### src/rtl/rice_residual_decoder.sv
// Rice residual decoder.
// Consumes a serial, MSB-first Rice-coded bitstream for one partition (unary
// quotient terminated by a 1, followed by k remainder bits) and emits each
// zigzag-unmapped signed residual over a valid/ready handshake. A pulse on
// oDone marks the end of the partition; oError flags an escape parameter or
// a quotient longer than MAX_Q.

module rice_residual_decoder #(
    parameter int unsigned MAX_Q = 65535,
    parameter int unsigned CNT_W = 16
) (
    input  logic             iClock,
    input  logic             iReset_n,
    input  logic             iStart,
    input  logic [3:0]       iParam,
    input  logic [CNT_W-1:0] iCount,
    input  logic             iBit,
    input  logic             iBitValid,
    output logic             oBitReady,
    output logic [31:0]      oResidual,
    output logic             oValid,
    input  logic             iReady,
    output logic             oDone,
    output logic             oError
);

    typedef enum logic [2:0] {
        S_IDLE,
        S_UNARY,
        S_BINARY,
        S_EMIT,
        S_DONE
    } state_t;

    state_t           state_reg, state_next;
    logic [31:0]      q_reg, q_next;
    // Only 13 remainder bits are ever stored: with k=14 the final bit goes
    // straight from the input into the unmapping path.
    logic [12:0]      r_reg, r_next;
    logic [3:0]       k_reg, k_next;
    logic [3:0]       bitcnt_reg, bitcnt_next;
    logic [CNT_W-1:0] remain_reg, remain_next;
    logic [31:0]      residual_reg, residual_next;
    logic             error_reg, error_next;

    // Remainder including the bit on the input this cycle.
    logic [13:0]      r_shift;
    // Folded codeword value u for the two ways a codeword can complete.
    logic [31:0]      u_binary;
    logic [31:0]      u_sel;
    // Signed residual recovered from u.
    logic [31:0]      unmapped;

    assign r_shift  = {r_reg, iBit};
    assign u_binary = (q_reg << k_reg) | {18'd0, r_shift};
    // With k==0 the codeword ends in the unary phase and u is just q.
    assign u_sel    = (state_reg == S_BINARY) ? u_binary : q_reg;

    // Zigzag unmap: (u >> 1) ^ -(u & 1). Bit 31 of (u >> 1) is always zero,
    // so the top result bit is the sign (u odd -> negative).
    genvar gi;
    generate
        for (gi = 0; gi < 31; gi++) begin : g_unmap
            assign unmapped[gi] = u_sel[gi + 1] ^ u_sel[0];
        end
    endgenerate
    assign unmapped[31] = u_sel[0];

    assign oResidual = residual_reg;
    assign oError    = error_reg;

    // Control state register.
    always_ff @(posedge iClock or negedge iReset_n) begin
        if (!iReset_n) begin
            state_reg <= S_IDLE;
        end else begin
            state_reg <= state_next;
        end
    end

    // Datapath registers: quotient, remainder, counters, residual and error flag.
    always_ff @(posedge iClock or negedge iReset_n) begin
        if (!iReset_n) begin
            q_reg        <= '0;
            r_reg        <= '0;
            k_reg        <= '0;
            bitcnt_reg   <= '0;
            remain_reg   <= '0;
            residual_reg <= '0;
            error_reg    <= 1'b0;
        end else begin
            q_reg        <= q_next;
            r_reg        <= r_next;
            k_reg        <= k_next;
            bitcnt_reg   <= bitcnt_next;
            remain_reg   <= remain_next;
            residual_reg <= residual_next;
            error_reg    <= error_next;
        end
    end

    // Next-state, datapath updates and handshake outputs.
    always_comb begin
        state_next    = state_reg;
        q_next        = q_reg;
        r_next        = r_reg;
        k_next        = k_reg;
        bitcnt_next   = bitcnt_reg;
        remain_next   = remain_reg;
        residual_next = residual_reg;
        error_next    = error_reg;
        oBitReady     = 1'b0;
        oValid        = 1'b0;
        oDone         = 1'b0;

        case (state_reg)
            S_IDLE: begin
                if (iStart) begin
                    k_next      = iParam;
                    remain_next = iCount;
                    error_next  = 1'b0;
                    q_next      = '0;
                    r_next      = '0;
                    bitcnt_next = '0;
                    if (iParam == 4'd15) begin
                        // Escape-coded partitions are not supported.
                        error_next = 1'b1;
                        state_next = S_DONE;
                    end else if (iCount == '0) begin
                        state_next = S_DONE;
                    end else begin
                        state_next = S_UNARY;
                    end
                end
            end

            S_UNARY: begin
                oBitReady = 1'b1;
                if (iBitValid) begin
                    if (!iBit) begin
                        if (q_reg == MAX_Q) begin
                            // One more zero would exceed the legal quotient.
                            error_next = 1'b1;
                            state_next = S_DONE;
                        end else begin
                            q_next = q_reg + 32'd1;
                        end
                    end else if (k_reg == 4'd0) begin
                        residual_next = unmapped;
                        state_next    = S_EMIT;
                    end else begin
                        bitcnt_next = k_reg - 4'd1;
                        state_next  = S_BINARY;
                    end
                end
            end

            S_BINARY: begin
                oBitReady = 1'b1;
                if (iBitValid) begin
                    r_next = r_shift[12:0];
                    if (bitcnt_reg == 4'd0) begin
                        residual_next = unmapped;
                        state_next    = S_EMIT;
                    end else begin
                        bitcnt_next = bitcnt_reg - 4'd1;
                    end
                end
            end

            S_EMIT: begin
                oValid = 1'b1;
                if (iReady) begin
                    remain_next = remain_reg - 1'b1;
                    q_next      = '0;
                    r_next      = '0;
                    if (remain_reg == {{(CNT_W-1){1'b0}}, 1'b1}) begin
                        state_next = S_DONE;
                    end else begin
                        state_next = S_UNARY;
                    end
                end
            end

            S_DONE: begin
                oDone      = 1'b1;
                state_next = S_IDLE;
            end

            default: begin
                state_next = S_IDLE;
            end
        endcase
    end

endmodule

### config.mk
export PLATFORM = sky130hd
export DESIGN_NAME = rice_residual_decoder
export DESIGN_NICKNAME = d
export VERILOG_FILES = /design/src/rtl/rice_residual_decoder.sv
export SDC_FILE = /design/constraint.sdc
export NUM_CORES = 1
export LEC_CHECK = 0
export ABC_CLOCK_PERIOD_IN_PS = 3200
export BUFFER_PORTS_ARGS = -buffer_cell sky130_fd_sc_hd__buf_2
export CAP_MARGIN = 10
export CORE_MARGIN = 3
export CORE_UTILIZATION = 35
export CTS_CLUSTER_DIAMETER = 200
export DETAILED_ROUTE_END_ITERATION = 8
export PLACE_DENSITY = 0.53
export SYNTH_ARGS = -nofsm -noshare
export SYNTH_HDL_FRONTEND = slang
export SYNTH_SLANG_ARGS = --single-unit
### constraint.sdc
create_clock -name iClock -period 3.2 [get_ports iClock]
set_input_delay 0.32 -clock iClock [delete_from_list [all_inputs] [get_ports iClock]]
set_output_delay 0.32 -clock iClock [all_outputs]
set_load 0.01 [all_outputs]
==> metrics.cfg <==
[setup_path]
critPathKind=flip-flop to flip-flop
r2r-start=k_reg[2]
reg2reg_depth=7
crit_path_start=k_reg[2]
crit_required_ns=3.43
worst-path-buf-inv=2
ff2ff_setup_slack_ns=0.57
slowest_delay_ns=0.60
critPathSlowestCell=dfrtp_1
cp_cell_sequence=buf_4 > nor4_1 > nand2b_1 > a22o_2 > buf_12 > xor2_1 > o21ai_0
crit_family=flip-flops
arrival_ns=2.86
startpoint_type=flip-flop
reg2reg_to=oResidual[21]
cp_max_fo=24
critPathCaptureType=flip-flop

[floorplanning]
die_w_um=151
dieArea_sq_mm=0.0229
fp.dieH_um=151
rows=52
io-pin-count=62
initial_utilization=0.361
core_sq_mm=0.0205

[detailed_routing]
wirelength_mm=19.7
vias_per_cell=5.50
via_count=6053
wl_per_cell_um=17.9
drcViolationCount=0
drt_first_pass_iters=5
initialDrtViolationCount=346
final_antenna_net_count=0

[timing]
worst_slack_ns=0.571
tns_ns=0
layout_min_cycle_time_ns=2.63
slew_headroom=0.371
rsz0062_at_grt=no
skew_ns=0.0118
period_share=0.822
max_freq_mhz=380
setup-violations-final=0
worst_slew_pin_slew_ns=0.942
hold_viol=0
maxSlewViolCount=0

[grt]
grtUsageMet2=0.274
grt_pass1_wl_mm=32.0
top_usage_layer=met2
groute.layer.met1.usage=0.258
grt_util_met3=0.0309
grt_max_degree=61
antenna_found_initial=1
grt_usage=0.176
grt_pass1_vias=5754
gr-total-overflow=0

[worst_hold_path]
min-delay-start=iCount[0]
worstHoldPathType=input pin to flip-flop
hold_end=remain_reg[0]
whs_path_depth=3

[clock_tree]
cts_resized=0
cts_max_path_buffers=2
h-tree-depth=3
clk_latency_ns=0.36
clock-sinks=105
tritoncts=done
clkTransAtPathRegs_ns=0.08
cts_buffers=9
postCtsSetupBuffers=0
root_buffer=clkbuf_16

[place]
port_buffers=61
dp_hpwl_mm=13.9
gp_congestion=0.859
pre_cts_ws_ns=0.575

[synth]
yosys-top-cells-area=dfrtp_1, mux4_2, o21ai_0, mux4_1, xnor2_1
synth_edf_count=0
synth_flop_cell=dfrtp_1
syn-num-nets=839
syn_area_per_cell_sq_um=9.15
ys_types=72
synth_top_area_frac=0.355
synthCells=809
synth_warnings=0
yosysTopAreaCell=dfrtp_1
synthArstFlopShare=1.00
syn_area_sq_mm=0.00741
ys_seq_area_frac=0.355
synth-seq-cells=105

[finish]
fillers=2096
n_antenna_cell=0
drive_gt1_frac=0.193
area_growth_syn_to_layout_pct=11.1
nNetsFinal=856

[pwr]
p_leak_uw=0.00329
ir_worst_vdd_mv=0.327
finalPower_uw=6240
powerDensity_mw_per_mm2=759

[run_status]
status=finished, final reports clean

[job]
timing.max_cap.violations=0

[worst reg2reg max path, stage by stage, from the launching register on]
cell and delay, ns:
dfrtp_1 0.60, buf_4 0.35, nor4_1 0.30, nand2b_1 0.25
a22o_2 0.51, buf_12 0.24, xor2_1 0.16, o21ai_0 0.09
[kinds of logic after synthesis]
kind of cell / share of synthesized area
AOI/OAI and AO/OA: 0.153
and+or+nand+nor: 0.172
xor gates and xnor gates: 0.0639
DFF: 0.355
adders and majority gates: 0.00676
muxes: 0.184
buffers and inverters: 0.0659
[metrics by stage]
step	hold slack (ns)	utilization	cells	instance area, sq um
floorplan	0.0244	-	809	7410
global placement	0.170	0.386	1084	7910
detailed placement	0.170	0.386	1084	7910
CTS	0.202	0.402	1101	8230
global route	0.215	0.402	1101	8230
finish	0.208	0.402	1101	8230
[layout make-up]
class | instances | area (sq um) | area share
flip-flops and latches | 105 | 2630 | 0.320
well taps | 270 | 338 | 0.0411
clock buffers | 10 | 239 | 0.0290
inverters | 30 | 113 | 0.0137
repair buffers | 85 | 528 | 0.0642
clock inverters | 6 | 72.6 | 0.00882
multi-input cells | 595 | 4310 | 0.524
[layer usage]
metal  wire length [um]  vias up
li1                   -     2962
met2               9110      128
met5                  9        -
met4                256        2
met1               9470     2944
met3                819       17
[synth_stat cells, drive strengths merged, types with 2 or more instances]
library cell / number
a211oi: 3
a21o: 2
a21oi: 36
a221oi: 5
a22oi: 4
a2bb2oi: 3
a311oi: 2
a31oi: 6
a32oi: 2
and2: 2
and3: 2
and4: 3
buf: 33
clkbuf: 46
dfrtp: 105
ha: 4
inv: 29
mux2: 23
mux2i: 29
mux4: 34
nand2: 74
nand2b: 5
nand3: 34
nand3b: 2
nand4: 11
nor2: 63
nor2b: 4
nor3: 26
nor3b: 3
nor4: 10
nor4b: 2
o2111ai: 2
o211ai: 2
o21a: 5
o21ai: 92
o22ai: 4
o31ai: 7
o32ai: 2
or2: 3
or3: 10
or4: 4
xnor2: 38
xor2: 16
[worst max-delay path by stage]
stage / to / slack, ns / cells after the start
floorplan: bitcnt_reg[2] / 0.77 / 9
global placement: q_reg[29] / 0.56 / 6
detailed placement: oResidual[21] / 0.57 / 7
CTS: oResidual[21] / 0.57 / 7
global route: oResidual[21] / 0.30 / 7
finish: oResidual[21] / 0.57 / 7
[placed cells by master (no fill, tap or decap), drive strengths merged, types with 4 or more instances in the layout]
master,n
or3,10
clkbuf,10
ha,4
o31ai,7
nor3,26
o21a,5
or4,4
nor4,10
a22oi,4
nand4,11
buf,84
mux2,23
o21ai,92
nand2,74
a221oi,5
a21oi,36
nor2b,4
a31oi,6
nand2b,5
o22ai,4
mux2i,29
xnor2,38
mux4,34
inv,32
xor2,16
nand3,34
dfrtp,105
nor2,63
[power by group]
group | total (uW) | internal (uW) | switching, uW
registers | 2140 | 1670 | 466
clock network | 1180 | 639 | 538
logic | 2930 | 1210 | 1720
total | 6240 | 3520 | 2720
[timing repair]
action,CTS,global route
hold buffers,1,0
hold endpoints to repair,9,0
endpoints found under the setup margin,0,0
(Power assumes the default switching activity.)
